## src/rtl/riscv_pkg.sv

```systemverilog
// Shared definitions for the pipeline's memory-access stage.
//   ResultSrc encodings   : which value the write-back mux selects.
//   funct3 load/store     : access size and signedness.
//   memState_e            : memory-access FSM states.
package riscv_pkg;

  localparam logic [1:0] RESULT_ALU = 2'b00;
  localparam logic [1:0] RESULT_MEM = 2'b01;
  localparam logic [1:0] RESULT_PC4 = 2'b10;

  localparam logic [2:0] F3_LB  = 3'b000;
  localparam logic [2:0] F3_LH  = 3'b001;
  localparam logic [2:0] F3_LW  = 3'b010;
  localparam logic [2:0] F3_LBU = 3'b100;
  localparam logic [2:0] F3_LHU = 3'b101;

  localparam logic [2:0] F3_SB  = 3'b000;
  localparam logic [2:0] F3_SH  = 3'b001;
  localparam logic [2:0] F3_SW  = 3'b010;

  typedef enum logic {
    IDLE,
    WAIT
  } memState_e;

endpackage

```

## src/rtl/load_extend.sv

```systemverilog
// Load lane selection and extension.
//   rdata  : raw 32-bit word returned by memory
//   offset : byte offset of the access within the word
//   funct3 : load type (LB/LH/LW/LBU/LHU)
//   data   : lane shifted down to bit 0, then sign- or zero-extended
module load_extend
  import riscv_pkg::*;
(
  input  logic [31:0] rdata,
  input  logic [1:0]  offset,
  input  logic [2:0]  funct3,
  output logic [31:0] data
);

  logic [31:0] shifted;

  always_comb begin
    shifted = rdata >> {offset, 3'b000};
    case (funct3)
      F3_LB:   data = {{24{shifted[7]}}, shifted[7:0]};
      F3_LH:   data = {{16{shifted[15]}}, shifted[15:0]};
      F3_LBU:  data = {24'h0, shifted[7:0]};
      F3_LHU:  data = {16'h0, shifted[15:0]};
      default: data = rdata;
    endcase
  end

endmodule

```

## src/rtl/mem_access_stage.sv

```systemverilog
// Pipeline MEM stage: drives a ready/valid data-memory port, stalls the
// front of the pipeline while memory is busy, and owns the MEM/WB register.
//   clk, reset (async, active-high)
//   *M inputs    : control and data from the EX/MEM register
//   mem_*        : data-memory request/response port
//   StallM       : holds IF/ID/EX/MEM registers while memory is not ready
//   *W outputs   : MEM/WB register contents
module mem_access_stage
  import riscv_pkg::*;
(
  input  logic        clk,
  input  logic        reset,
  input  logic        RegWriteM,
  input  logic        MemWriteM,
  input  logic [1:0]  ResultSrcM,
  input  logic [31:0] ALUResultM,
  input  logic [31:0] WriteDataM,
  input  logic [2:0]  funct3M,
  input  logic [4:0]  RdM,
  input  logic [31:0] PCPlus4M,
  output logic        mem_req,
  output logic        mem_we,
  output logic [31:0] mem_addr,
  output logic [31:0] mem_wdata,
  output logic [3:0]  mem_be,
  input  logic        mem_ready,
  input  logic [31:0] mem_rdata,
  output logic        StallM,
  output logic        RegWriteW,
  output logic [1:0]  ResultSrcW,
  output logic [31:0] ReadDataW,
  output logic [31:0] ALUResultW,
  output logic [4:0]  RdW,
  output logic [31:0] PCPlus4W,
  output logic        MisalignW
);

  memState_e   state;
  logic        heldWe;
  logic [31:0] heldAddr, heldWdata;
  logic [3:0]  heldBe;
  logic [2:0]  heldFunct3;
  logic [1:0]  heldOffset;

  logic        isLoad, isStore, isMem, legalF3, alignErr, misalign, waiting, misalignNow;
  logic [3:0]  reqBe;
  logic [31:0] reqWdata, loadData;

  // A store wins if both flags are set, so a load is only a non-writing MEM result.
  assign isStore = MemWriteM;
  assign isLoad  = (ResultSrcM == RESULT_MEM) && !MemWriteM;
  assign isMem   = isStore || isLoad;
  assign waiting = (state == WAIT);

  always_comb begin
    if (isStore) legalF3 = funct3M inside {F3_SB, F3_SH, F3_SW};
    else         legalF3 = funct3M inside {F3_LB, F3_LH, F3_LW, F3_LBU, F3_LHU};
    case (funct3M[1:0])
      2'b00: begin
        alignErr = 1'b0;
        reqBe    = 4'b0001 << ALUResultM[1:0];
        reqWdata = {4{WriteDataM[7:0]}};
      end
      2'b01: begin
        alignErr = ALUResultM[0];
        reqBe    = 4'b0011 << ALUResultM[1:0];
        reqWdata = {2{WriteDataM[15:0]}};
      end
      default: begin
        alignErr = (ALUResultM[1:0] != 2'b00);
        reqBe    = 4'b1111;
        reqWdata = WriteDataM;
      end
    endcase
  end

  assign misalign    = isMem && (!legalF3 || alignErr);
  // In WAIT the access was already accepted as aligned; ignore the held inputs.
  assign misalignNow = !waiting && misalign;

  // While waiting, drive the request from the captured copy so it stays stable.
  assign mem_req   = !reset && (waiting || (isMem && !misalign));
  assign mem_we    = mem_req && (waiting ? heldWe : isStore);
  assign mem_addr  = waiting ? heldAddr  : {ALUResultM[31:2], 2'b00};
  assign mem_wdata = waiting ? heldWdata : reqWdata;
  assign mem_be    = waiting ? heldBe    : reqBe;
  assign StallM    = mem_req && !mem_ready;

  load_extend u_load_extend (
    .rdata  (mem_rdata),
    .offset (waiting ? heldOffset : ALUResultM[1:0]),
    .funct3 (waiting ? heldFunct3 : funct3M),
    .data   (loadData)
  );

  always_ff @(posedge clk or posedge reset) begin
    if (reset) begin
      state      <= IDLE;
      heldWe     <= 1'b0;
      heldAddr   <= 32'h0;
      heldWdata  <= 32'h0;
      heldBe     <= 4'h0;
      heldFunct3 <= 3'h0;
      heldOffset <= 2'h0;
    end else begin
      case (state)
        IDLE: begin
          if (mem_req && !mem_ready) begin
            state      <= WAIT;
            heldWe     <= isStore;
            heldAddr   <= {ALUResultM[31:2], 2'b00};
            heldWdata  <= reqWdata;
            heldBe     <= reqBe;
            heldFunct3 <= funct3M;
            heldOffset <= ALUResultM[1:0];
          end
        end
        WAIT: begin
          if (mem_ready) state <= IDLE;
        end
        default: state <= IDLE;
      endcase
    end
  end

  // MEM/WB register: a stall loads a bubble, other fields hold.
  always_ff @(posedge clk or posedge reset) begin
    if (reset) begin
      RegWriteW  <= 1'b0;
      ResultSrcW <= 2'b00;
      ReadDataW  <= 32'h0;
      ALUResultW <= 32'h0;
      RdW        <= 5'h0;
      PCPlus4W   <= 32'h0;
      MisalignW  <= 1'b0;
    end else if (StallM) begin
      RegWriteW  <= 1'b0;
      MisalignW  <= 1'b0;
    end else begin
      RegWriteW  <= RegWriteM && !misalignNow;
      ResultSrcW <= ResultSrcM;
      ReadDataW  <= loadData;
      ALUResultW <= ALUResultM;
      RdW        <= RdM;
      PCPlus4W   <= PCPlus4M;
      MisalignW  <= misalignNow;
    end
  end

endmodule

```

## config.mk

```make
export PLATFORM = sky130hd
export DESIGN_NAME = mem_access_stage
export DESIGN_NICKNAME = d
export VERILOG_FILES = /design/src/rtl/riscv_pkg.sv /design/src/rtl/load_extend.sv /design/src/rtl/mem_access_stage.sv
export SDC_FILE = /design/constraint.sdc
export NUM_CORES = 1
export LEC_CHECK = 0
export CAP_MARGIN = 15
export CORE_MARGIN = 2
export CORE_UTILIZATION = 45
export DETAILED_ROUTE_END_ITERATION = 10
export GPL_ROUTABILITY_DRIVEN = 0
export PLACE_DENSITY = 0.81
export SETUP_SLACK_MARGIN = 0.15
export SYNTH_ARGS = -nofsm -noshare
export SYNTH_HDL_FRONTEND = slang
export SYNTH_SLANG_ARGS = --single-unit
export TNS_END_PERCENT = 5
```

## constraint.sdc

```tcl
create_clock -name clk -period 8 [get_ports clk]
set_input_delay 1.6 -clock clk [delete_from_list [all_inputs] [get_ports clk]]
set_output_delay 1.6 -clock clk [all_outputs]
set_load 0.005 [all_outputs]
```

# Word level (Yosys, flattened, before mapping)
# Cells that the tools add are included.
[classes]
addsub = 0
n_mul = 0
n_div = 0
magnitude_cmp = 0
n_eq_ne = 9
shifts = 3
mux = 16
n_bitwise = 1
n_reduce_logical = 25
[op_table]
columns = ["cell", "n"]
rows = [
  ["$pmux W32 S4", 1],
  ["$mux W32", 2],
  ["$pmux W32 S2", 1],
  ["$shr A32 B5 Y16", 1],
  ["$eq A3 B3 Y1 const B", 4],
  ["$logic_and A1 B1 Y1", 8],
  ["$pmux W4 S2", 1],
  ["$logic_not A1 Y1", 7],
  ["$eq A3 B1 Y1 const B", 2],
  ["$logic_not A3 Y1", 2],
  ["$mux W1", 6],
  ["$reduce_bool A5 Y1", 1],
  ["$eq A2 B1 Y1 const B", 2],
  ["$mux W4", 1],
  ["$pmux W1 S2", 2],
  ["$shl A1 B2 Y4 const A", 1],
  ["$shl A2 B2 Y4 const A", 1],
  ["$eq A3 B2 Y1 const B", 1],
  ["$logic_or A1 B1 Y1", 3],
  ["$mux W3", 1],
  ["$reduce_bool A3 Y1", 1],
  ["$logic_not A2 Y1", 1],
  ["$mux W2", 1],
  ["$reduce_and A2 Y1", 1],
  ["other kinds (2)", 2],
]
[word_totals]
regBits = 178
latch_bits = 0
ram_bits = 0
rom_bits = 0
inputBits = 143
output_inout_bits = 176
elab_cells = 68
n_memories = 0

# Longest topological paths before layout
# Gate-level depths: netlist of the first run.
[depth]
ltp_word = 13
mapped_depth = 9
mapped_depth_nobuf = 6

# Cells and area by module
# Synthesis of the first run repeated with hierarchy kept, for this count alone.
[unflattened]
hier_cells = 673
area_unflattened_um2 = 8947.3
[by_module_without_submodules]
columns = ["module", "instances", "cells_per_inst", "area_each_um2", "seq_area_each_um2"]
rows = [
  ["mem_access_stage", 1, 567, 8255.4, 4454.3],
  ["load_extend", 1, 106, 691.9, 0.0],
]

# Worst setup path before layout of the first run
# No wires, ideal clock.
[synth_timing]
kind = "input-to-output"
startpoint = "in funct3M[0]"
endpoint = "out StallM"
arrival_ps = 2917
t_required_ps = 6400
setup_slack_ps = 3483
cell_stages = 7
n_path_buf = 3
cell_sequence = "buf_2 -> a221oi_2 -> o22ai_1 -> a211o_1 -> inv_2 -> buf_4 -> buf_6"
[synth_via]
elab_chain_cells = 11
word_cells_on_any_way = 19
classes_between = "eq/ne (5); mux (2); reduce/logical (12)"
[synth_rtl]
columns = ["element", "line", "text"]
rows = [
  ["from (decl)", "mem_access_stage.sv:18", "input logic [2:0] funct3M,"],
  ["$eq A3 B1 Y1, or another cell as far along", "mem_access_stage.sv:56, mem_access_stage.sv:57", ""],
  ["$reduce_bool A5 Y1 or $reduce_bool A3 Y1 (tied branches)", "mem_access_stage.sv:57, mem_access_stage.sv:56", ""],
  ["$mux W1", "mem_access_stage.sv:56", "if (isStore) legalF3 = funct3M inside {F3_SB, F3_SH, F3_SW};"],
  ["$logic_not A1 Y1", "mem_access_stage.sv:77", "assign misalign = isMem && (!legalF3 || alignErr);"],
  ["$logic_or A1 B1 Y1 (*)", "mem_access_stage.sv:77", ""],
  ["$logic_and A1 B1 Y1 (*)", "mem_access_stage.sv:77", ""],
  ["$logic_not A1 Y1 (*)", "mem_access_stage.sv:82", "assign mem_req = !reset && (waiting || (isMem && !misalign));"],
  ["$logic_and A1 B1 Y1 (*)", "mem_access_stage.sv:82", ""],
  ["$logic_or A1 B1 Y1 (*)", "mem_access_stage.sv:82", ""],
  ["$logic_and A1 B1 Y1 (*)", "mem_access_stage.sv:82", ""],
  ["$logic_and A1 B1 Y1 (*)", "mem_access_stage.sv:87", "assign StallM = mem_req && !mem_ready;"],
  ["to (decl)", "mem_access_stage.sv:28", "output logic StallM,"],
]
# Mark *: on every way between the ends. The rest lies on a longest branch, timed or not.

# Final worst setup path of the first run
# Same ends and word-level chain as after synthesis.

==> impl_metrics.env, run 1 <==
export IMPL_status="finished, final reports clean"
export IMPL_cp_max_fo=23
export IMPL_antenna_found_initial=0
export IMPL_cp_arrival_ns=4.39
export IMPL_hold_viol_final=0
export IMPL_place_area_um2=11900
export IMPL_rsz0062_at_grt="false"
export IMPL_synth_ff_type="dfrtp_1"
export IMPL_vias=8028
export IMPL_htree_levels=4
export IMPL_cts_setup_buffers=0
export IMPL_synth_edf_count=0
export IMPL_synth_distinct_cells=43
export IMPL_io_pins=319
export IMPL_clock_latency_ns=0.42
export IMPL_start_util=0.461
export IMPL_synth_top_area_frac=0.514
export IMPL_fmax_ghz=0.167
export IMPL_yosys_top_cells_area="dfrtp_1 (51%), nand2_1 (19%), mux2_2 (9.5%), a21oi_1 (4.6%), nor2_1 (2.6%)"
export IMPL_cts_sinks=178
export IMPL_root_buffer="clkbuf_16"
export IMPL_grtUsageMet2=0.414
export IMPL_wirelength_um=26200
export IMPL_layout_commonest_cell="nand2_1"
export IMPL_cts_tree="built"
export IMPL_yosysSeqAreaShare=0.514
export IMPL_min_period_over_period=0.748
export IMPL_fin_area_um2=12400
export IMPL_areaGrowthSynthToFinish_pct=43.6
export IMPL_worstSetupEndpointType="output port"
export IMPL_syn_instance_count=1012
export IMPL_final_layout_size_suffix_gt1_frac=0.0937
export IMPL_dp_hpwl_um=18300
export IMPL_max_cap_violations=0
export IMPL_yosysTopAreaCell="dfrtp_1"
export IMPL_die_area_um2=20400
export IMPL_drt_iter0_markers=486
export IMPL_cp_start_kind="input pin"
export IMPL_ys_seq_elements=178
export IMPL_post_cts_resize_count=0
export IMPL_syn_cell_area_um2=8660
export IMPL_die_h_um=143
export IMPL_grt_first_pass_wirelength_um=40500
export IMPL_crit_type="input pin to output port"
export IMPL_maxSlewHeadroom=0.285
export IMPL_setup_violations=0
export IMPL_drc_errors=0
export IMPL_grt_max_degree=104
export IMPL_avgRoutedWirePerCell_um=17.0
export IMPL_avgSynthCellArea_um2=8.56
export IMPL_ir_drop_uv=142
export IMPL_num_rows=50
export IMPL_grt_util_all_layers=0.253
export IMPL_slew_violations=0
export IMPL_yosysWarnings=0
export IMPL_nets=1433
export IMPL_grt_busiest_layer="met2"
export IMPL_cts_made_buffers=17
export IMPL_worstPathRequired_ns=6.40
export IMPL_grtUsageMet3=0.0630
export IMPL_ctsHoldBuffers=0
export IMPL_port_buffers=316
export IMPL_layout_common_cells="nand2_1 (441), clkdlybuf4s50_1 (316), dfrtp_1 (177), a21oi_1 (80), mux2_2 (73)"
export IMPL_grt_overflow=0
export IMPL_final_setup_skew_ns=0.0101
export IMPL_worst_pin_slew_ns=1.07
export IMPL_r2r_slack_ns=3.50
export IMPL_hp_class="flip-flop to flip-flop"
export IMPL_clock_path_buffers=2
export IMPL_clkTransAtPathRegs_ns=0.06
export IMPL_via_per_inst=5.23
export IMPL_ant_nets=0
export IMPL_grt_util_met1=0.329
export IMPL_final_min_clock_period_ns=5.99
export IMPL_fin_tns_setup_ns=0
export IMPL_first_global_vias=7580
export IMPL_p_leak_nw=5.69
export IMPL_core_area_um2=18800
export IMPL_power_density_nw_per_um2=210
export IMPL_synthArstFlopShare=1.00
export IMPL_post_route_util=0.663
export IMPL_die_w_um=143
export IMPL_n_antenna_cell=0
export IMPL_dr_pass1_iters=7
cell families (layout without fill, tap and decap cells):
group	Yosys count	after routing	synth area share
multiplexers	88	88	0.112
buffers and inverters	70	359	0.0419
other	1	2	0.000433
AO/OA/AOI/OAI	127	127	0.0831
AND/OR/NAND/NOR	548	548	0.248
flip-flops	178	178	0.514
power by group:
group	internal, W	total (W)	switching [W]
logic	0.000367	0.000653	0.000286
registers	0.00106	0.00116	0.000103
clock network	0.000433	0.000800	0.000367
per-stage QoR:
step           hold slack, ns  power, W  worst slack [ns]  cells
6_report                0.466   0.00262              2.01   1536
4_1_cts                 0.470   0.00263              2.08   1536
2_1_floorplan           0.440   0.00146              1.57   1013
3_3_place_gp            0.448   0.00181              2.09   1504
3_5_place_dp            0.455   0.00183              2.07   1505
5_1_grt                 0.486   0.00276              1.91   1536
final cells by class:
cell class	instances	area [µm²]
clock buffers	18	429
multi-input cells	765	3890
fillers	1521	6330
inverters	4	21.3
well taps	234	293
flip-flops and latches	178	4460
repair buffers	324	3220
clock inverters	13	125
registers in the layout, summed over array words and instances (netlist names), 2 cells and up:
| register | cells |
|---|---|
| heldAddr | 30 |
| heldWdata | 32 |
| ALUResultW | 32 |
| RdW | 5 |
| ResultSrcW | 2 |
| heldBe | 4 |
| PCPlus4W | 32 |
| heldFunct3 | 3 |
| heldOffset | 2 |
| ReadDataW | 32 |
cells in the mapped netlist, types with 2 or more instances:
cell,number
dfrtp_1,178
nand3_1,30
nor2b_1,5
buf_1,6
o32ai_1,2
a21oi_1,80
mux2_2,73
a22oi_1,2
nand2_1,441
o21a_1,2
buf_4,4
o21ai_0,23
nor3_1,3
a31oi_1,4
inv_1,2
o22ai_1,2
nor2_1,60
a211o_1,2
buf_6,7
clkbuf_1,23
nor3b_1,2
mux2i_1,15
buf_2,26
path summary, 6_finish.rpt:
check / from / endpoint / depth (start not counted)
max: funct3M[0] / StallM / 6
min: PCPlus4W[21]$_DFFE_PP0N_ / PCPlus4W[21]$_DFFE_PP0N_ / 2
max reg2reg: state$_DFF_PP0_ / ReadDataW[13]$_DFFE_PP0N_ / 6
min reg2reg: PCPlus4W[21]$_DFFE_PP0N_ / PCPlus4W[21]$_DFFE_PP0N_ / 2
max in group asynchronous: reset / heldAddr[3]$_DFFE_PP0P_ / 3
min in group asynchronous: reset / heldWdata[9]$_DFFE_PP0P_ / 2
worst max-delay path, cell delays in order:
cell and delay, ns:
clkdlybuf4s50_1 0.86, nor4_2 0.62, o22ai_1 0.21, a211o_4 0.49
clkinv_2 0.08, clkdlybuf4s50_1 0.50
metal layers:
metal,vias to the layer above,wire [µm]
met5,-,0
met4,0,796
met3,51,2110
met2,354,12600
met1,3770,10600
li1,3853,-
(Power assumes the default switching activity.)
==> run 2: changes to the inputs <==
CORE_UTILIZATION = 41   (was 45)
PLACE_DENSITY = 0.78   (was 0.81)
clock period = 5.45 ns   (was 8 ns; I/O delays follow)
==> run 2 against run 1 <==
Effect of this change: sequential share of layout area fell by 0.56 points; highest routed layer unchanged; final cell count rose by 3.2%; non-clock buffer count rose by 8; global-route usage fell by 1.8 points; cell area rose by 1.5%; clock skew fell by 0.0021 ns; die area rose by 9.5%; worst setup slack got worse by 1.3 ns; via count barely moved; count of clock-buffer cells in the layout rose by 1; critical endpoint is now mem_wdata[10]; critical path type unchanged; sequential power rose by 46%; register-to-register slack got worse by 1.3 ns.
==> impl_metrics.env, run 2 (synthesis results as in run 1) <==
export IMPL_p_leak_nw=5.76
export IMPL_root_buffer="clkbuf_16"
export IMPL_setup_violations=0
export IMPL_die_h_um=149
export IMPL_final_min_clock_period_ns=4.72
export IMPL_die_area_um2=22300
export IMPL_ant_nets=0
export IMPL_grt_first_pass_wirelength_um=41500
export IMPL_path_cells="clkdlybuf4s50_1, buf_4, nor2_1, mux2_2, mux2_2, clkdlybuf4s50_1"
export IMPL_slew_violations=0
export IMPL_vias=8032
export IMPL_core_area_um2=20900
export IMPL_htree_levels=4
export IMPL_layout_commonest_cell="nand2_1"
export IMPL_cts_made_buffers=17
export IMPL_final_layout_size_suffix_gt1_frac=0.100
export IMPL_layout_common_cells="nand2_1 (441), clkdlybuf4s50_1 (316), dfrtp_1 (177), a21oi_1 (80), mux2_2 (73)"
export IMPL_max_cap_violations=0
export IMPL_worstPathRequired_ns=4.36
export IMPL_post_cts_resize_count=0
export IMPL_hp_class="flip-flop to flip-flop"
export IMPL_min_period_over_period=0.867
export IMPL_dr_pass1_iters=5
export IMPL_fin_tns_setup_ns=0
export IMPL_status="finished, final reports clean"
export IMPL_ir_drop_uv=198
export IMPL_ctsHoldBuffers=0
export IMPL_hold_viol_final=0
export IMPL_die_w_um=149
export IMPL_io_pins=319
export IMPL_cts_setup_buffers=0
export IMPL_worst_pin_slew_ns=1.09
export IMPL_port_buffers=316
export IMPL_drt_iter0_markers=529
export IMPL_nets=1441
export IMPL_power_density_nw_per_um2=315
export IMPL_start_util=0.414
export IMPL_power_w=0.00398
export IMPL_rsz0062_at_grt="false"
export IMPL_clkTransAtPathRegs_ns=0.07
export IMPL_cp_max_fo=9
export IMPL_cp_arrival_ns=3.63
export IMPL_maxSlewHeadroom=0.273
export IMPL_dp_cells=1554
export IMPL_cpMaxStageDelayCell="clkdlybuf4s50_1"
export IMPL_grt_util_all_layers=0.235
export IMPL_clock_latency_ns=0.42
export IMPL_stdcell_count=1585
export IMPL_via_per_inst=5.07
export IMPL_drc_errors=0
export IMPL_num_rows=53
export IMPL_crit_type="input pin to output port"
export IMPL_wirelength_um=26300
export IMPL_antenna_found_initial=0
export IMPL_clock_path_buffers=2
export IMPL_avgRoutedWirePerCell_um=16.6
export IMPL_final_setup_skew_ns=0.00798
export IMPL_slowest_delay_ns=0.62
export IMPL_dp_hpwl_um=18500
export IMPL_grt_overflow=0
export IMPL_worstSetupEndpointType="output port"
export IMPL_first_global_vias=7753
export IMPL_grt_max_degree=104
export IMPL_cp_start_kind="input pin"
export IMPL_n_antenna_cell=0
export IMPL_areaGrowthSynthToFinish_pct=45.8
export IMPL_cts_sinks=178
export IMPL_fmax_ghz=0.212
export IMPL_cts_tree="built"
run 2: report_power, final:
group,switching (W),internal [W]
combinational,0.000437,0.000544
sequential,0.000134,0.00156
clock,0.000549,0.000757
run 2: final cells by class:
type                    count  area, µm²
well taps                 275        344
clock inverters            12        170
inverters                   4       20.0
fillers                  1836       8260
flip-flops and latches    178       4460
repair buffers            332       3300
multi-input cells         765       3890
clock buffers              19        453
run 2: per-layer routing:
| layer | wire length [µm] | vias to the layer above | track usage |
|---|---|---|---|
| li1 | - | 3854 | - |
| met1 | 11200 | 3796 | 0.314 |
| met2 | 12300 | 336 | 0.377 |
| met3 | 2010 | 46 | 0.0557 |
| met4 | 713 | 0 | 0.0795 |
| met5 | 0 | - | 0 |
run 2: critical path, delay by kind of cell:
family | cells | cell delay, ns
multiplexers | 2 | 0.68
AND/OR/NAND/NOR | 1 | 0.49
buffers and inverters | 3 | 1.37
run 2: per-stage QoR:
stage | setup WS, ns | area, µm² | util | hold slack, ns
after floorplan | 1.95 | 8670 | - | 0.440
after global placement | 0.795 | 12000 | 0.575 | 0.447
after detailed placement | 0.767 | 12000 | 0.575 | 0.455
after CTS | 0.747 | 12600 | 0.604 | 0.470
after global routing | 0.607 | 12600 | 0.604 | 0.489
final | 0.726 | 12600 | 0.604 | 0.466
run 2: path summary, 6_finish.rpt:
path,start,depth (start not counted),to,slack [ns]
min in group asynchronous,reset,2,ReadDataW[12]$_DFFE_PP0N_,1.25
hold / removal,PCPlus4W[15]$_DFFE_PP0N_,2,PCPlus4W[15]$_DFFE_PP0N_,0.47
max in group asynchronous,reset,3,ALUResultW[5]$_DFFE_PP0N_,2.98
setup / recovery,funct3M[0],6,mem_wdata[10],0.73
setup reg to reg,state$_DFF_PP0_,6,ReadDataW[12]$_DFFE_PP0N_,2.20
hold reg to reg,PCPlus4W[15]$_DFFE_PP0N_,2,PCPlus4W[15]$_DFFE_PP0N_,0.47
==> run 3: changes to the inputs <==
==> constraint.sdc (replaced) <==
create_clock -name clk -period 5.45 [get_ports clk]
set_input_delay 0.545 -clock clk [delete_from_list [all_inputs] [get_ports clk]]
set_output_delay 0.545 -clock clk [all_outputs]
set_load 0.005 [all_outputs]
==> run 3 against run 2 <==
Effect of this change: combinational power hardly changed; global-route usage is 0.52 points lower; wire length is 0.78% lower; utilization is 0.23 points lower; clock skew increased by 0.0023 ns; sequential power hardly changed; clock power shrank 8%; first-iteration DRC count increased by 15%; sequential share of layout area up 0.14 points; register-to-register slack better by 0.08 ns; maximum frequency increased by 25%; non-clock buffer count fell by 3; critical path type unchanged.
==> impl_metrics.env, run 3 (synthesis results as in run 1) <==
export IMPL_clock_latency_ns=0.42
export IMPL_drt_iter0_markers=606
export IMPL_drc_errors=0
export IMPL_path_cells="clkdlybuf4s50_1, buf_4, nor4_2, o22ai_1, a211o_4, clkinv_2, clkdlybuf4s50_1"
export IMPL_antenna_found_initial=1
export IMPL_root_buffer="clkbuf_16"
export IMPL_die_h_um=149
export IMPL_setup_violations=0
export IMPL_via_per_inst=5.07
export IMPL_wirelength_um=26100
export IMPL_grt_util_met1=0.300
export IMPL_dp_hpwl_um=18200
export IMPL_grtUsageMet2=0.376
export IMPL_fmax_ghz=0.265
export IMPL_post_cts_resize_count=0
export IMPL_grt_util_all_layers=0.230
export IMPL_areaGrowthSynthToFinish_pct=45.2
export IMPL_first_global_vias=7625
export IMPL_maxSlewHeadroom=0.233
export IMPL_io_pins=319
export IMPL_worstSetupEndpointType="output port"
export IMPL_layout_common_cells="nand2_1 (441), clkdlybuf4s50_1 (316), dfrtp_1 (177), a21oi_1 (80), mux2_2 (73)"
export IMPL_grt_first_pass_wirelength_um=40700
export IMPL_cp_arrival_ns=3.23
export IMPL_grtUsageMet3=0.0550
export IMPL_fillers=1836
export IMPL_final_min_clock_period_ns=3.77
export IMPL_worstPathRequired_ns=4.91
export IMPL_power_w=0.00387
export IMPL_cts_setup_buffers=0
export IMPL_die_w_um=149
export IMPL_ctsHoldBuffers=0
export IMPL_fin_tns_setup_ns=0
export IMPL_cts_made_buffers=17
export IMPL_layout_commonest_cell="nand2_1"
export IMPL_cp_common_cell="clkdlybuf4s50_1"
export IMPL_vias=8024
export IMPL_power_density_nw_per_um2=308
export IMPL_die_area_um2=22300
export IMPL_hold_viol_final=0
export IMPL_nets=1438
export IMPL_cp_max_fo=41
export IMPL_r2r_slack_ns=2.28
export IMPL_num_rows=53
export IMPL_cpMaxStageDelayCell="clkdlybuf4s50_1"
export IMPL_slew_violations=0
export IMPL_grt_overflow=0
export IMPL_crit_type="input pin to output port"
export IMPL_dr_pass1_iters=5
export IMPL_port_buffers=316
export IMPL_grt_max_degree=122
export IMPL_clkTransAtPathRegs_ns=0.07
export IMPL_min_period_over_period=0.693
export IMPL_hp_class="flip-flop to flip-flop"
export IMPL_final_layout_size_suffix_gt1_frac=0.0986
export IMPL_worst_pin_slew_ns=1.15
export IMPL_ant_nets=0
export IMPL_max_cap_violations=0
export IMPL_start_util=0.414
export IMPL_final_setup_skew_ns=0.0103
export IMPL_avgRoutedWirePerCell_um=16.5
export IMPL_p_leak_nw=5.74
export IMPL_ir_drop_uv=197
export IMPL_status="finished, final reports clean"
export IMPL_rsz0062_at_grt="false"
export IMPL_cp_start_kind="input pin"
export IMPL_htree_levels=4
export IMPL_cts_sinks=178
export IMPL_clock_path_buffers=2
export IMPL_cts_tree="built"
export IMPL_slowest_delay_ns=0.61
export IMPL_core_area_um2=20900
export IMPL_grt_busiest_layer="met2"
## run 3: cell types whose count changed in the layout (fill, tap and decap cells not counted), moves of 2 or more
cell and change:
buf_4 -4, bufinv_16 -3, clkinv_4 +2, clkinv_8 +2
clkinvlp_4 -2, inv_8 +2
## run 3: cell type report
| class | count | area, µm² | area share |
|---|---|---|---|
| sequential | 178 | 4460 | 0.354 |
| multi-input combinational | 765 | 3890 | 0.309 |
| inverter | 4 | 20.0 | 0.00159 |
| antenna | 1 | 2.50 | 0.000199 |
| tap | 275 | 344 | 0.0274 |
| clock inverter | 14 | 143 | 0.0113 |
| timing repair buffer | 329 | 3290 | 0.261 |
| clock buffer | 18 | 439 | 0.0349 |
## run 3: critical path, delay by kind of cell
kind / cells / cell delay [ns]
AND/OR/NAND/NOR: 1 / 0.48
AO/OA/AOI/OAI: 2 / 0.58
buffers and inverters: 4 / 1.60
## run 3: where the power goes
| group | switching (W) | internal, W |
|---|---|---|
| clock | 0.000577 | 0.000622 |
| sequential | 0.000135 | 0.00156 |
| combinational | 0.000439 | 0.000543 |
## run 3: worst paths after layout
kind | cells after the start | end | start
setup / recovery | 7 | StallM | ALUResultM[0]
hold / removal | 2 | PCPlus4W[25]$_DFFE_PP0N_ | PCPlus4W[25]$_DFFE_PP0N_
setup reg to reg | 6 | ALUResultW[29]$_DFFE_PP0N_ | state$_DFF_PP0_
hold reg to reg | 2 | PCPlus4W[25]$_DFFE_PP0N_ | PCPlus4W[25]$_DFFE_PP0N_
max in group asynchronous | 3 | heldAddr[30]$_DFFE_PP0P_ | reset
min in group asynchronous | 3 | heldWdata[29]$_DFFE_PP0P_ | reset
## run 3: routing by layer
| metal | vias to the layer above | part of all wire | wire (µm) |
|---|---|---|---|
| met3 | 48 | 0.079 | 2050 |
| met1 | 3775 | 0.42 | 10900 |
| li1 | 3862 | - | - |
| met4 | 0 | 0.023 | 612 |
| met5 | - | 0 | 0 |
| met2 | 339 | 0.48 | 12500 |
## run 3: through the flow
step | worst slack (ns) | instances | hold WS [ns] | instance area [µm²] | utilization
final | 1.68 | 1584 | 0.466 | 12600 | 0.602
after global routing | 1.55 | 1584 | 0.494 | 12600 | 0.602
after CTS | 1.69 | 1582 | 0.471 | 12600 | 0.602
after detailed placement | 1.69 | 1550 | 0.455 | 12000 | 0.574
after global placement | 1.73 | 1550 | 0.448 | 12000 | 0.574
after floorplan | 2.62 | 1013 | 0.440 | 8670 | -
